## src/rtl/cla_pkg.sv

```systemverilog
// ---------------------------------------------------------------------------
// cla_pkg
// Shared constants and helpers for the pipelined carry-lookahead adder.
//   DEFAULT_GROUP : default number of bits resolved per lookahead group/stage
//   nstage()      : pipeline depth for a given operand width and group size
//   width_ok()    : true when the width splits into whole groups
// ---------------------------------------------------------------------------
package cla_pkg;

  localparam int DEFAULT_GROUP = 32'd4;

  // Number of lookahead groups, which is also the pipeline depth.
  function automatic int nstage(input int width, input int group);
    return width / group;
  endfunction

  // Elaboration-time sanity check on the width/group split.
  function automatic bit width_ok(input int width, input int group);
    return (group > 32'sd0) && (width >= group) && ((width % group) == 32'sd0);
  endfunction

endpackage

```

## src/rtl/cla_group.sv

```systemverilog
// ---------------------------------------------------------------------------
// cla_group
// Combinational GROUP-bit carry-lookahead slice. Every internal carry is a
// flat sum of products of generate/propagate terms and the group carry-in,
// so no carry ripples from bit to bit inside the group.
// Ports:
//   a, b      in  GROUP  operand bits (b already inverted for subtract)
//   ci        in  1      carry into bit 0 of the group
//   s         out GROUP  sum bits
//   co        out 1      carry out of the top bit of the group
//   c_msb_in  out 1      carry into the top bit of the group
// ---------------------------------------------------------------------------
module cla_group
  import cla_pkg::*;
#(
  parameter int GROUP = DEFAULT_GROUP
) (
  input  logic [GROUP-1:0] a,
  input  logic [GROUP-1:0] b,
  input  logic             ci,
  output logic [GROUP-1:0] s,
  output logic             co,
  output logic             c_msb_in
);

  logic [GROUP-1:0] g_s;
  logic [GROUP-1:0] p_s;
  logic [GROUP:0]   c_s;
  logic             term_s;
  logic             pp_s;

  assign g_s = a & b;
  assign p_s = a ^ b;

  // Expanded lookahead: c[i+1] = g[i] | p[i]g[i-1] | ... | p[i..0]ci.
  always_comb begin
    c_s    = {(GROUP+1){1'b0}};
    term_s = 1'b0;
    pp_s   = 1'b0;
    c_s[0] = ci;
    for (int i = 0; i < GROUP; i++) begin
      term_s = g_s[i];
      pp_s   = p_s[i];
      for (int j = i - 1; j >= 0; j--) begin
        term_s = term_s | (pp_s & g_s[j]);
        pp_s   = pp_s & p_s[j];
      end
      c_s[i+1] = term_s | (pp_s & ci);
    end
  end

  assign s        = p_s ^ c_s[GROUP-1:0];
  assign co       = c_s[GROUP];
  assign c_msb_in = c_s[GROUP-1];

endmodule

```

## src/rtl/cla_pipe_adder.sv

```systemverilog
// ---------------------------------------------------------------------------
// cla_pipe_adder
// Pipelined carry-lookahead adder/subtractor. The operands are split into
// GROUP-bit groups; group k is resolved in pipeline stage k using the carry
// registered by stage k-1. Resolved low sum bits travel forward in delay
// registers while unresolved operand bits travel in skew registers, so all
// WIDTH result bits meet at the output register NSTAGE enabled edges after
// the operation is accepted.
// Ports:
//   clk       in  1      rising-edge clock
//   reset     in  1      asynchronous active-low reset
//   enable    in  1      global advance; 0 freezes every register
//   in_valid  in  1      operands present this cycle
//   sub       in  1      0: x+y+cin, 1: x-y (cin ignored)
//   cin       in  1      carry-in for add mode
//   x, y      in  WIDTH  operands
//   out_valid out 1      r and flags carry a fresh result
//   r         out WIDTH  result (modulo 2^WIDTH)
//   cout      out 1      carry out of the MSB (subtract: 1 = no borrow)
//   ovf       out 1      two's-complement overflow
//   zero      out 1      r == 0
// Outputs hold their previous values while out_valid is 0.
// ---------------------------------------------------------------------------
module cla_pipe_adder
  import cla_pkg::*;
#(
  parameter int WIDTH = 32'd16,
  parameter int GROUP = DEFAULT_GROUP
) (
  input  logic             clk,
  input  logic             reset,
  input  logic             enable,
  input  logic             in_valid,
  input  logic             sub,
  input  logic             cin,
  input  logic [WIDTH-1:0] x,
  input  logic [WIDTH-1:0] y,
  output logic             out_valid,
  output logic [WIDTH-1:0] r,
  output logic             cout,
  output logic             ovf,
  output logic             zero
);

  localparam int NSTAGE = nstage(WIDTH, GROUP);

  if (!width_ok(WIDTH, GROUP)) begin : g_bad_cfg
    $error("cla_pipe_adder: WIDTH must be a positive multiple of GROUP");
  end

  // Subtract is x + ~y + 1: invert y once at the input and force carry-in.
  logic [WIDTH-1:0] yp_s;
  logic             c0_s;

  assign yp_s = sub ? ~y : y;
  assign c0_s = sub ? 1'b1 : cin;

  for (genvar k = 0; k < NSTAGE; k++) begin : g_stage
    logic [GROUP-1:0] a_s;
    logic [GROUP-1:0] b_s;
    logic [GROUP-1:0] s_s;
    logic             ci_s;
    logic             v_s;
    logic             co_s;
    logic             cm_s;

    cla_group #(
      .GROUP(GROUP)
    ) u_group (
      .a        (a_s),
      .b        (b_s),
      .ci       (ci_s),
      .s        (s_s),
      .co       (co_s),
      .c_msb_in (cm_s)
    );

    // Group 0 reads the ports directly; later groups read the lowest
    // still-unresolved bits of the previous stage's skew registers.
    if (k == 0) begin : g_src
      assign a_s  = x[GROUP-1:0];
      assign b_s  = yp_s[GROUP-1:0];
      assign ci_s = c0_s;
      assign v_s  = in_valid;
    end else begin : g_src
      assign a_s  = g_stage[k-1].g_reg.xa_r[GROUP-1:0];
      assign b_s  = g_stage[k-1].g_reg.yb_r[GROUP-1:0];
      assign ci_s = g_stage[k-1].g_reg.carry_r;
      assign v_s  = g_stage[k-1].g_reg.valid_r;
    end

    if (k < NSTAGE - 1) begin : g_reg
      // LO bits of the sum are resolved after this stage; HI operand bits remain.
      localparam int LO = (k + 1) * GROUP;
      localparam int HI = WIDTH - LO;

      logic          valid_r;
      logic          carry_r;
      logic [LO-1:0] sum_r;
      logic [HI-1:0] xa_r;
      logic [HI-1:0] yb_r;
      logic [LO-1:0] sum_nx_s;
      logic [HI-1:0] xa_nx_s;
      logic [HI-1:0] yb_nx_s;

      if (k == 0) begin : g_nx
        assign sum_nx_s = s_s;
        assign xa_nx_s  = x[WIDTH-1:GROUP];
        assign yb_nx_s  = yp_s[WIDTH-1:GROUP];
      end else begin : g_nx
        assign sum_nx_s = {s_s, g_stage[k-1].g_reg.sum_r};
        assign xa_nx_s  = g_stage[k-1].g_reg.xa_r[WIDTH-k*GROUP-1:GROUP];
        assign yb_nx_s  = g_stage[k-1].g_reg.yb_r[WIDTH-k*GROUP-1:GROUP];
      end

      // Stage register: data captures on bubbles too, only valid_r marks them.
      always_ff @(posedge clk or negedge reset) begin
        if (!reset) begin
          valid_r <= 1'b0;
          carry_r <= 1'b0;
          sum_r   <= {LO{1'b0}};
          xa_r    <= {HI{1'b0}};
          yb_r    <= {HI{1'b0}};
        end else if (enable) begin
          valid_r <= v_s;
          carry_r <= co_s;
          sum_r   <= sum_nx_s;
          xa_r    <= xa_nx_s;
          yb_r    <= yb_nx_s;
        end
      end
    end else begin : g_out
      logic [WIDTH-1:0] res_s;

      if (k == 0) begin : g_res
        assign res_s = s_s;
      end else begin : g_res
        assign res_s = {s_s, g_stage[k-1].g_reg.sum_r};
      end

      // Output register: result and flags update only for valid operations,
      // so a bubble leaves the last result visible with out_valid low.
      always_ff @(posedge clk or negedge reset) begin
        if (!reset) begin
          out_valid <= 1'b0;
          r         <= {WIDTH{1'b0}};
          cout      <= 1'b0;
          ovf       <= 1'b0;
          zero      <= 1'b0;
        end else if (enable) begin
          out_valid <= v_s;
          if (v_s) begin
            r    <= res_s;
            cout <= co_s;
            ovf  <= cm_s ^ co_s;
            zero <= (res_s == {WIDTH{1'b0}});
          end
        end
      end
    end
  end

endmodule

```

## config.mk

```make
export PLATFORM = sky130hd
export DESIGN_NAME = cla_pipe_adder
export DESIGN_NICKNAME = d
export VERILOG_FILES = /design/src/rtl/cla_pkg.sv /design/src/rtl/cla_group.sv /design/src/rtl/cla_pipe_adder.sv
export SDC_FILE = /design/constraint.sdc
export NUM_CORES = 1
export LEC_CHECK = 0
export ABC_AREA = 0
export CAP_MARGIN = 20
export CORE_MARGIN = 2
export CORE_UTILIZATION = 30
export DETAILED_ROUTE_END_ITERATION = 8
export HOLD_SLACK_MARGIN = 0.03
export PLACE_DENSITY = 0.47
export SYNTH_ARGS = -nofsm -noshare
export SYNTH_HDL_FRONTEND = slang
export SYNTH_SLANG_ARGS = --single-unit
```

## constraint.sdc

```tcl
create_clock -name clk -period 1.5 [get_ports clk]
set_input_delay 0.45 -clock clk [delete_from_list [all_inputs] [get_ports clk]]
set_output_delay 0.45 -clock clk [all_outputs]
set_load 0.01 [all_outputs]
```

### After elaboration in Yosys (flattened, before gate mapping)

Cells that the tools add are included.
Widths: inputs -> output; s select.

* muxes and demuxes: 2
* bitwise operators: 118
* reduce and logical (&&, ||, !) cells: 2

Operators with widths (number)
* $and 1x1->1: 64
* $or 1x1->1: 40
* $xor 4x4->4: 8
* $and 4x4->4: 4
* $logic_not 16->1: 1
* $mux 16: 1
* $not 16->16: 1
* $reduce_and 2->1: 1
* $mux 1: 1
* $xor 1x1->1: 1

* word-level logic and storage cells: 142
* register bits after elaboration: 98
* bits of input ports: 38

### Depth between registers and ports, before layout

Gate-level depths: netlist (run 1).

* depth in word-level cells: 8
* mapped depth: 8
* depth with buffers taken out: 6

### Cells and area by module

A second synthesis (run 1) with hierarchy kept.

* cells, all modules: 317
* area total of the unflattened synthesis: 4823.4 um2

By module, submodules not included
* cla_pipe_adder: sequential area each 2452.4 um2, times used 1, cells an instance 249, area each 4217.8 um2
* cla_group at g_stage[0].u_group ...: sequential area each 0.0 um2, times used 3, cells an instance 18, area each 155.1 um2
* cla_group at g_stage[3].u_group: sequential area each 0.0 um2, times used 1, cells an instance 14, area each 140.1 um2

### Least setup slack after synthesis (run 1)

Ideal clock, no wire load.

* path type: input to register
* start: in sub
* end: reg g_stage[0].g_reg.sum_r[2]
* path slack: -0.649 ns
* path buffers: 2
* stages: 8
* setup time: 0.120 ns
* arrival: 2.030 ns
* cells stage by stage: buf_6 -> buf_2 -> xor2_1 -> ha_1 -> o21a_1 -> o21a_1 -> or3_1 -> a31o_1

* word-level cells in the longest chain between the ends: 6
* elaborated cells on any way between the ends: 10

Ends and longest elaborated chain
* start: declaration: RTL line cla_pipe_adder.sv:34 `input logic sub,`
* $mux 16: RTL line cla_pipe_adder.sv:55 `assign yp_s = sub ? ~y : y;`
* $xor 4x4->4 or $and 4x4->4 (tied branches): RTL line cla_group.sv:33, cla_group.sv:32
* $and 1x1->1, on equally long branches: RTL line cla_group.sv:45, cla_group.sv:46
* $or 1x1->1 or $and 1x1->1 (tied branches): RTL line cla_group.sv:45, cla_group.sv:48
* $or 1x1->1: RTL line cla_group.sv:48 `c_s[i+1] = term_s | (pp_s & ci);`
* $xor 4x4->4 (*): RTL line cla_group.sv:52 `assign s = p_s ^ c_s[GROUP-1:0];`
* end signal: assignment: RTL line cla_pipe_adder.sv:121 `sum_r <= {LO{1'b0}};`
* end signal: assignment: RTL line cla_pipe_adder.sv:127 `sum_r <= sum_nx_s;`
* end: declaration: RTL line cla_pipe_adder.sv:99 `logic [LO-1:0] sum_r;`

Every way passes the cells marked *; elsewhere a longest branch is shown, timed or not.
A chain may end at the register's enable or synchronous reset.

### Worst setup path after layout (run 1)

* start: reg g_stage[2].g_reg.yb_r[1]
* end: reg ovf

* word-level cells in the longest chain between the ends: 6
* elaborated cells on any way between the ends: 19

Ends and longest elaborated chain
* start: declaration: RTL line cla_pipe_adder.sv:101 `logic [HI-1:0] yb_r;`
* start signal: assignment: RTL line cla_pipe_adder.sv:123 `yb_r <= {HI{1'b0}};`
* start signal: assignment: RTL line cla_pipe_adder.sv:129 `yb_r <= yb_nx_s;`
* $and 4x4->4 or $xor 4x4->4 (tied branches): RTL line cla_group.sv:32, cla_group.sv:33
* $and 1x1->1, on equally long branches: RTL line cla_group.sv:45, cla_group.sv:46
* $or 1x1->1 (tied with other cells): RTL line cla_group.sv:45 `term_s = term_s | (pp_s & g_s[j]);`
* $or 1x1->1 or $and 1x1->1 (tied branches): RTL line cla_group.sv:45, cla_group.sv:48
* $or 1x1->1: RTL line cla_group.sv:48
* $xor 1x1->1 (*): RTL line cla_pipe_adder.sv:155 `ovf <= cm_s ^ co_s;`
* end signal: assignment: RTL line cla_pipe_adder.sv:155
* end: declaration: RTL line cla_pipe_adder.sv:41 `output logic ovf,`

Marked as above.

==> results of run 1 <==
## cells by family (layout without fill, tap and decap cells)
group / count (synthesis) / in the layout / share of synthesized area [%]
compound gates: 43 / 43 / 6.00
buf+inv: 21 / 126 / 2.27
simple gates: 54 / 54 / 6.32
flops: 98 / 98 / 55.5
mux: 75 / 75 / 19.0
fa+ha+maj: 20 / 20 / 6.34
xor+xnor: 23 / 23 / 4.56
## cell type report
cell class / count / area (um^2)
Clock buffer: 12 / 267
Clock inverter: 4 / 120
Fill cell: 1387 / 8380
Inverter: 5 / 18.8
Multi-Input combinational cell: 215 / 2010
Sequential cell: 98 / 2450
Tap cell: 184 / 230
Timing Repair Buffer: 105 / 1000
## tightest hold or removal path: cells and delay by family (launching register included)
kind | cells | cell delay (ns)
compound gates | 1 | 0.06
simple gates | 1 | 0.05
flops | 1 | 0.34
## registers in the layout, indices dropped and copies added, names as in the netlist, 3 cells and up
name and cells:
g_stage.g_reg.sum_r 24, g_stage.g_reg.yb_r 24, g_stage.g_reg.xa_r 24, g_stage.g_reg.valid_r 3
r 16, g_stage.g_reg.carry_r 3
## through the flow
| stage | std cells | total power [mW] | setup WS [ns] |
|---|---|---|---|
| 6_report | 623 | 9.47 | -0.131 |
| 3_3_place_gp | 599 | 6.50 | -0.842 |
| 3_5_place_dp | 599 | 6.56 | -0.869 |
| 4_1_cts | 619 | 9.53 | -0.122 |
| 2_1_floorplan | 334 | 5.22 | -0.509 |
| 5_1_grt | 623 | 10.1 | -0.177 |
## what timing repair did
action                                 4_1_cts  5_1_grt
hold buffers                                 1        0
endpoints found under the hold margin       11        0
gates resized for setup                     58       12
pin swaps                                   13       17
buffers inserted                             3        4
setup endpoints to repair                   33       14
## routing by layer
metal  global-route usage (%)  vias to the layer above  share of wire [%]
met1                     16.2                     1375                 50
li1                         -                     1375                  -
met2                     17.3                       47                 45
met5                        0                        -                  0
met4                     5.49                        0                2.2
met3                     2.44                       14                2.9
## final timing paths
kind	endpoint	slack, ns	startpoint	cells after the start
max in group asynchronous	g_stage[2].g_reg.yb_r[0]$_DFFE_PN0P_	0.52	reset	3
min in group asynchronous	g_stage[1].g_reg.sum_r[3]$_DFFE_PN0P_	0.53	reset	2
worst min register to register	cout$_DFFE_PN0P_	0.48	cout$_DFFE_PN0P_	2
worst min-delay path	cout$_DFFE_PN0P_	0.48	cout$_DFFE_PN0P_	2
worst max-delay path	ovf$_DFFE_PN0P_	-0.13	g_stage[2].g_reg.yb_r[1]$_DFFE_PN0P_	5
worst max register to register	ovf$_DFFE_PN0P_	-0.13	g_stage[2].g_reg.yb_r[1]$_DFFE_PN0P_	5
## power by group
part	switching [mW]	internal, mW
sequential	0.475	3.36
combinational	1.10	1.62
clock	0.972	1.94
## layout by cell type (no fill, tap or decap), types with 4 or more instances in the layout
master	n
nor2b_1	4
buf_4	39
a21o_1	4
nand2_1	11
nor2_1	15
mux2i_1	4
o21ai_1	4
dlygate4sd2_1	19
clkdlybuf4s50_1	27
a21oi_1	16
bufinv_16	4
inv_1	5
dfrtp_1	97
buf_6	6
clkbuf_16	9
xnor2_1	16
buf_12	6
xor2_1	5
mux2_2	68
clkdlybuf4s15_1	6
ha_1	14
==> impl_metrics.csv, run 1 <==
group,metric,value,unit
outcome,status,"finished with violations",
clock_tree,clockBufferDepth,2,
timing,clock.fmax,0.613,GHz
clock_tree,numCtsBuffers,9,
detailed_routing,drtIter0Drc,76,
outcome,violations,"setup timing",
pwr,peakVddDrop,0.662,mV
timing,finalSetupTns,-0.507,ns
placed_design,place_area,5550,um^2
timing,tightest_slew,0.282,ns
floorplanning,rows,44,
synth,async_reset_ff_share,100,%
clock_tree,clkLatencyLatePin,0.34,ns
synth,post_synth_num_cell_types,43,
synth,synth_cells,334,
placed_design,globalplace.congestion,0.725,
detailed_routing,wl_per_cell,13.5,um
clock_tree,tritoncts,"done",
pwr,power.density,1550,nW/um^2
floorplanning,core,14500,um^2
timing,rsz0062_at_grt,"true",
critical_path,crit_required,1.78,ns
critical_path,slowest_delay,0.50,ns
detailed_routing,drc,0,
global_routing,first_global_vias,2905,
global_routing,groute.usage.overall,11.6,%
timing,fin_crit,1.63,ns
synth,ys_ff_latch,98,
timing,setup_viol,8,
pwr,leakagePower,2.64,nW
synth,synth_area_leader_cell,"dfrtp_1",
timing,layout_setup_ws,-0.131,ns
final_layout,fin_nets,492,
final_layout,syn2layout_area_growth,37.9,%
flow_run,maxCapViolations,0,
synth,mappedNetlistArea,4420,um^2
final_layout,fin_util,42.1,%
critical_path,path_cells,"ha_4, a21oi_4, a21boi_2, or4b_1, nand3_1",
floorplanning,die_area,15700,um^2
clock_tree,cts.clk_slew.worst_paths,0.07,ns
global_routing,grt_max_degree,32,
floorplanning,die_w,125,um
timing,final_max_slew_viol_count,0,
clock_tree,cts_root_buf,"clkbuf_16",
floorplanning,initial_core_util,30.5,%
timing,fin_worst_skew,0.00389,ns
timing,slew_headroom,81.0,%
timing,fin_crit_sh,109,%
synth,ys_warn_count,0,
final_layout,fin_area,6090,um^2
synth,synth_area_per_cell,13.2,um^2
synth,synth_top_area_share,55.5,%
detailed_routing,vias,2811,
final_layout,drive_above_1_share,36.4,%
timing,holdWs,0.482,ns
critical_path,cp_max_fo,4,
detailed_routing,antenna_left,0,
final_layout,n_antenna_cell,0,
synth,synth.area.top_cells,"dfrtp_1 (56%), mux2_2 (18%), ha_1 (4.5%), xnor2_1 (3.2%), a21oi_1 (2.3%)",
global_routing,antenna_found_initial,0,
critical_path,critPathKind,"reg -> reg",
critical_path,worstPathArrival,1.91,ns
global_routing,overflow,0,
clock_tree,cts_sinks,98,
timing,hold_viol,0,
synth,yosysSeqAreaShare,55.5,%
synth,synth_nets,392,
critical_path,end_kind,"flop",
clock_tree,htreeDepth,3,
critical_path,crit_buf_inv,0,
global_routing,grt_pass1_wl,14600,um
detailed_routing,viasPerCell,4.51,
detailed_routing,routed_wl,8430,um
critical_path,crit_slowest_cell,"or4b_1",
critical_path,critPathTopFamily,"simple AND/OR/NAND/NOR gates",
detailed_routing,drt-pass1-iter-count,4,
floorplanning,io_pins,58,
critical_path,worst_setup_path_start_kind,"flop",
placed_design,io_buffer_count,57,
synth,synth_edf_count,0,
floorplanning,die_h,125,um
synth,netlist_top_cells_count,"dfrtp_1 (98), mux2_2 (71), a21oi_1 (20)",
hold_path,hp-class,"reg -> reg",
placed_design,dp_hpwl,6200,um
synth,synth.most_common_cell,"dfrtp_1",
synth,synthFlopType,"dfrtp_1",
Note: power is estimated with default switching activity, not from simulation.
==> run 2: changes to the inputs <==
--- a/config.mk
+++ b/config.mk
@@ -7,11 +7,13 @@
 export LEC_CHECK = 0
 export ABC_AREA = 0
 export CAP_MARGIN = 20
+export CORE_ASPECT_RATIO = 1.5
 export CORE_MARGIN = 2
 export CORE_UTILIZATION = 30
 export DETAILED_ROUTE_END_ITERATION = 8
 export HOLD_SLACK_MARGIN = 0.03
-export PLACE_DENSITY = 0.47
+export PLACE_DENSITY = 0.46
+export RECOVER_POWER = 25
 export SYNTH_ARGS = -nofsm -noshare
 export SYNTH_HDL_FRONTEND = slang
 export SYNTH_SLANG_ARGS = --single-unit
==> constraint.sdc (replaced) <==
create_clock -name clk -period 1.85 [get_ports clk]
set_input_delay 0.555 -clock clk [delete_from_list [all_inputs] [get_ports clk]]
set_output_delay 0.555 -clock clk [all_outputs]
set_load 0.01 [all_outputs]
==> impl_metrics.csv, run 2 (synthesized netlist as in run 1, its figures left out) <==
group,metric,value,unit
outcome,status,"finished clean",
timing,clock.fmax,0.552,GHz
timing,fin_worst_skew,0.00515,ns
clock_tree,htreeDepth,3,
clock_tree,numCtsBuffers,9,
final_layout,final_cell_mix,"dfrtp_1 (98), mux2_2 (71), clkdlybuf4s50_1 (45)",
critical_path,reg2reg_from,"g_stage[2].g_reg.xa_r[1]$_DFFE_PN0P_",
clock_tree,clockBufferDepth,2,
floorplanning,die_area,15700,um^2
timing,finalSetupTns,0,ns
placed_design,place_ws,-0.617,ns
detailed_routing,drtIter0Drc,45,
global_routing,grt_max_degree,40,
detailed_routing,wl_per_cell,14.1,um
timing,fin_crit,1.81,ns
critical_path,end_kind,"primary output",
critical_path,worst_setup_path_start_kind,"flop",
floorplanning,die_h,153,um
detailed_routing,antenna_left,0,
timing,hold_viol,0,
placed_design,place_area,5360,um^2
critical_path,crit_required,1.29,ns
final_layout,syn2layout_area_growth,27.7,%
placed_design,dp_hpwl,6270,um
global_routing,grt_pass1_wl,14200,um
clock_tree,clkLatencyLatePin,0.34,ns
global_routing,antenna_found_initial,0,
floorplanning,core,14500,um^2
final_layout,multi_input_area,1880,um^2
clock_tree,tritoncts,"done",
final_layout,final_common_cell,"dfrtp_1",
critical_path,crit_slowest_cell,"clkdlybuf4s50_1",
timing,tightest_slew,0.985,ns
detailed_routing,routed_wl,8510,um
global_routing,first_global_vias,2768,
timing,final_max_slew_viol_count,0,
detailed_routing,drt-pass1-iter-count,4,
placed_design,io_buffer_count,57,
detailed_routing,drc,0,
critical_path,crit_buf_inv,1,
final_layout,fin_area,5640,um^2
global_routing,groute.usage.overall,11.7,%
flow_run,maxCapViolations,0,
placed_design,dp_cells,588,
pwr,power.density,1220,nW/um^2
hold_path,hp-class,"in -> async",
floorplanning,rows,54,
final_layout,n_antenna_cell,0,
timing,slew_headroom,34.4,%
timing,setup_viol,0,
critical_path,crit_path_end,"r[5]",
final_layout,fin_cells,604,
floorplanning,io_pins,58,
detailed_routing,viasPerCell,4.49,
critical_path,worstSetupPathDepth,1,
critical_path,reg2reg_to,"r[15]$_DFFE_PN0P_",
global_routing,overflow,0,
critical_path,path_cells,"clkdlybuf4s50_1",
critical_path,slowest_delay,0.55,ns
clock_tree,cts_root_buf,"clkbuf_16",
clock_tree,cts_sinks,98,
critical_path,rrSetupSlack,0.10,ns
clock_tree,cts_hold_buf,0,
floorplanning,die_w,103,um
critical_path,critPathKind,"reg -> out",
pwr,peakVddDrop,0.397,mV
timing,fin_crit_sh,97.9,%
pwr,leakagePower,2.42,nW
detailed_routing,vias,2710,
pwr,power.total,6.88,mW
critical_path,worstPathArrival,1.26,ns
final_layout,fin_nets,461,
critical_path,critPathTopFamily,"buffers and inverters",
timing,layout_setup_ws,0.0392,ns
final_layout,n_fill_cell,1439,
critical_path,cp_max_fo,2,
clock_tree,postCtsSetupBuffers,0,
timing,rsz0062_at_grt,"false",
critical_path,critPathLaunch,"r[5]$_DFFE_PN0P_",
clock_tree,cts.clk_slew.worst_paths,0.07,ns
final_layout,drive_above_1_share,27.7,%
critical_path,ff2ff_path_depth,5,
final_layout,regArea,2450,um^2
floorplanning,initial_core_util,30.6,%
placed_design,globalplace.congestion,0.727,
final_layout,top_regs,"g_stage.g_reg.sum_r (24), g_stage.g_reg.xa_r (24), g_stage.g_reg.yb_r (24)",
==> run 2: metal layers <==
| layer | vias up | track usage [%] | share of wire, % |
|---|---|---|---|
| met4 | 0 | 6.02 | 2.4 |
| met3 | 11 | 1.70 | 2.2 |
| li1 | 1320 | - | - |
| met1 | 1342 | 15.1 | 45 |
| met5 | - | 0 | 0 |
| met2 | 37 | 18.9 | 51 |
==> run 2: worst register-to-register path: stages, from the launching register on <==
cell      delay, ns
dfrtp_1        0.40
ha_1           0.35
nand3_1        0.17
a21bo_2        0.23
a211oi_1       0.33
mux2_2         0.22
==> run 2: cell type report <==
type                            instances  area share [%]
Sequential cell                        98            43.5
Multi-Input combinational cell        215            33.3
Timing Repair Buffer                   74            13.2
Tap cell                              196            4.35
Clock buffer                           10            4.06
Clock inverter                          6            1.31
Inverter                                5           0.333
==> run 2: how the worst min path moves through the flow <==
| stage | endpoint | slack (ns) | startpoint | cells past startpoint |
|---|---|---|---|---|
| 2_1_floorplan | cout$_DFFE_PN0P_ | 0.26 | reset | 0 |
| 3_3_place_gp | ovf$_DFFE_PN0P_ | 0.47 | ovf$_DFFE_PN0P_ | 2 |
| 3_5_place_dp | ovf$_DFFE_PN0P_ | 0.47 | ovf$_DFFE_PN0P_ | 2 |
| 4_1_cts | g_stage[0].g_reg.xa_r[1]$_DFFE_PN0P_ | 0.22 | reset | 1 |
| 5_1_grt | g_stage[0].g_reg.xa_r[2]$_DFFE_PN0P_ | 0.46 | reset | 1 |
| 6_report | g_stage[0].g_reg.xa_r[1]$_DFFE_PN0P_ | 0.37 | reset | 1 |
==> run 2: timing repair <==
| action | in CTS | in global routing |
|---|---|---|
| cloned | 0 | 0 |
| resized for setup | 6 | 10 |
| setup endpoints to repair | 4 | 9 |
| hold endpoints to repair | 0 | 0 |
| pin swaps | 0 | 3 |
==> run 2: power by group <==
| part | total (mW) | internal, mW | switching [mW] |
|---|---|---|---|
| logic | 1.87 | 1.12 | 0.757 |
| registers | 3.10 | 2.72 | 0.376 |
| clock network | 1.91 | 1.07 | 0.844 |
| total | 6.88 | 4.91 | 1.98 |
==> run 2: per-stage QoR <==
stage                     util, %  hold slack, ns
after floorplan                 -           0.259
after CTS                    39.2           0.218
after detailed placement     37.1           0.474
after global routing         39.0           0.463
after global placement       37.1           0.466
final                        39.0           0.367
==> run 3: changes to the inputs <==
--- a/config.mk
+++ b/config.mk
@@ -10,6 +10,7 @@
 export CORE_ASPECT_RATIO = 1.5
 export CORE_MARGIN = 2
 export CORE_UTILIZATION = 30
+export CTS_BUF_LIST = sky130_fd_sc_hd__clkbuf_4
 export DETAILED_ROUTE_END_ITERATION = 8
 export HOLD_SLACK_MARGIN = 0.03
 export PLACE_DENSITY = 0.46
==> impl_metrics.csv, run 3 (synthesized netlist as in run 1, its figures left out) <==
group,metric,value,unit
detailed_routing,routed_wl,8490,um
critical_path,worstPathArrival,2.11,ns
critical_path,slowest_delay,0.52,ns
clock_tree,numCtsBuffers,9,
final_layout,final_cell_mix,"dfrtp_1 (98), mux2_2 (71), clkdlybuf4s50_1 (33)",
floorplanning,die_area,15700,um^2
timing,final_max_slew_viol_count,0,
timing,setup_viol,0,
critical_path,path_cells,"clkdlybuf4s50_1, ha_1, o21a_1, o21a_1, or3_1, a31o_1",
detailed_routing,drtIter0Drc,43,
critical_path,crit_required,2.20,ns
critical_path,cp_max_fo,2,
critical_path,end_kind,"flop",
critical_path,cpMostUsedCell,"o21a_1",
floorplanning,io_pins,58,
timing,layout_setup_ws,0.0933,ns
detailed_routing,drc,0,
timing,slew_headroom,37.8,%
final_layout,fin_nets,465,
global_routing,antenna_found_initial,1,
clock_tree,htreeDepth,3,
global_routing,overflow,0,
critical_path,worst_setup_path_start_kind,"primary input",
critical_path,crit_buf_inv,1,
critical_path,critPathTopFamily,"buffers and inverters",
floorplanning,die_h,153,um
hold_path,hp-class,"in -> async",
final_layout,final_common_cell,"dfrtp_1",
clock_tree,clockBufferDepth,2,
timing,finalSetupTns,0,ns
timing,fin_crit,1.76,ns
placed_design,io_buffer_count,57,
clock_tree,clkLatencyLatePin,0.46,ns
timing,tightest_slew,0.933,ns
critical_path,critPathKind,"in -> reg",
floorplanning,core,14500,um^2
clock_tree,cts_sinks,98,
timing,hold_viol,0,
pwr,power.total,6.09,mW
detailed_routing,drt-pass1-iter-count,3,
final_layout,syn2layout_area_growth,24.3,%
placed_design,globalplace.congestion,0.727,
floorplanning,rows,54,
detailed_routing,vias,2736,
timing,rsz0062_at_grt,"false",
timing,fin_crit_sh,95.0,%
global_routing,grt_pass1_wl,14200,um
critical_path,crit_slowest_cell,"clkdlybuf4s50_1",
pwr,leakagePower,2.36,nW
final_layout,fin_area,5490,um^2
placed_design,place_ws,-0.617,ns
global_routing,grt_max_degree,40,
final_layout,drive_above_1_share,27.9,%
global_routing,first_global_vias,2776,
clock_tree,cts.clk_slew.worst_paths,0.15,ns
floorplanning,initial_core_util,30.6,%
final_layout,top_regs,"g_stage.g_reg.sum_r (24), g_stage.g_reg.xa_r (24), g_stage.g_reg.yb_r (24)",
global_routing,groute.usage.overall,11.8,%
pwr,power.density,1110,nW/um^2
timing,fin_worst_skew,0.0184,ns
detailed_routing,antenna_left,0,
placed_design,place_area,5360,um^2
detailed_routing,viasPerCell,4.49,
clock_tree,cts_root_buf,"clkbuf_4",
final_layout,fin_util,38.0,%
placed_design,dp_hpwl,6270,um
floorplanning,die_w,103,um
detailed_routing,wl_per_cell,13.9,um
timing,clock.fmax,0.569,GHz
flow_run,maxCapViolations,0,
outcome,status,"finished clean",
pwr,peakVddDrop,0.345,mV
clock_tree,cts_hold_buf,0,
clock_tree,tritoncts,"done",
-- run 3: worst paths after layout --
| kind | from | cells past startpoint | end | slack, ns |
|---|---|---|---|---|
| worst max-delay path | x[0] | 6 | g_stage[0].g_reg.sum_r[2]$_DFFE_PN0P_ | 0.09 |
| worst min-delay path | reset | 1 | g_stage[0].g_reg.xa_r[3]$_DFFE_PN0P_ | 0.22 |
| worst max register to register | g_stage[2].g_reg.xa_r[1]$_DFFE_PN0P_ | 5 | ovf$_DFFE_PN0P_ | 0.13 |
| worst min register to register | g_stage[1].g_reg.yb_r[4]$_DFFE_PN0P_ | 1 | g_stage[2].g_reg.yb_r[0]$_DFFE_PN0P_ | 0.51 |
| max in group asynchronous | reset | 2 | g_stage[0].g_reg.xa_r[9]$_DFFE_PN0P_ | 0.44 |
| min in group clk | g_stage[1].g_reg.yb_r[4]$_DFFE_PN0P_ | 1 | g_stage[2].g_reg.yb_r[0]$_DFFE_PN0P_ | 0.51 |
-- run 3: routing by layer --
layer	routed length, um	vias up	track usage [%]	part of all wire [%]
met4	218	0	6.20	2.6
li1	-	1324	-	-
met5	0	-	0	0
met3	195	12	1.83	2.3
met2	4230	37	18.9	50
met1	3850	1363	15.2	45
-- run 3: area by class of cell --
| cell class | instances | area [um^2] |
|---|---|---|
| repair buffers | 78 | 742 |
| fillers | 1470 | 8970 |
| clock inverters | 6 | 73.8 |
| inverters | 5 | 18.8 |
| flip-flops and latches | 98 | 2450 |
| diodes | 1 | 2.50 |
| well taps | 196 | 245 |
| clock buffers | 10 | 75.1 |
| multi-input cells | 215 | 1880 |
-- run 3: stage by stage --
stage               instances  hold WS, ns
floorplan                 334        0.259
global placement          588        0.466
detailed placement        588        0.474
CTS                       608       0.0640
global route              609        0.278
finish                    609        0.220
-- run 3: timing repair --
| item | in CTS | in global routing |
|---|---|---|
| buffers inserted | 4 | 0 |
| pin swaps | 0 | 1 |
| endpoints found under the setup margin | 24 | 2 |
| resized for setup | 23 | 2 |
-- run 3: power breakdown --
group          switching, mW  internal [mW]  leakage (nW)
logic                  0.773           1.03          1.14
clock network          0.758          0.444        0.0751
registers              0.369           2.71          1.14
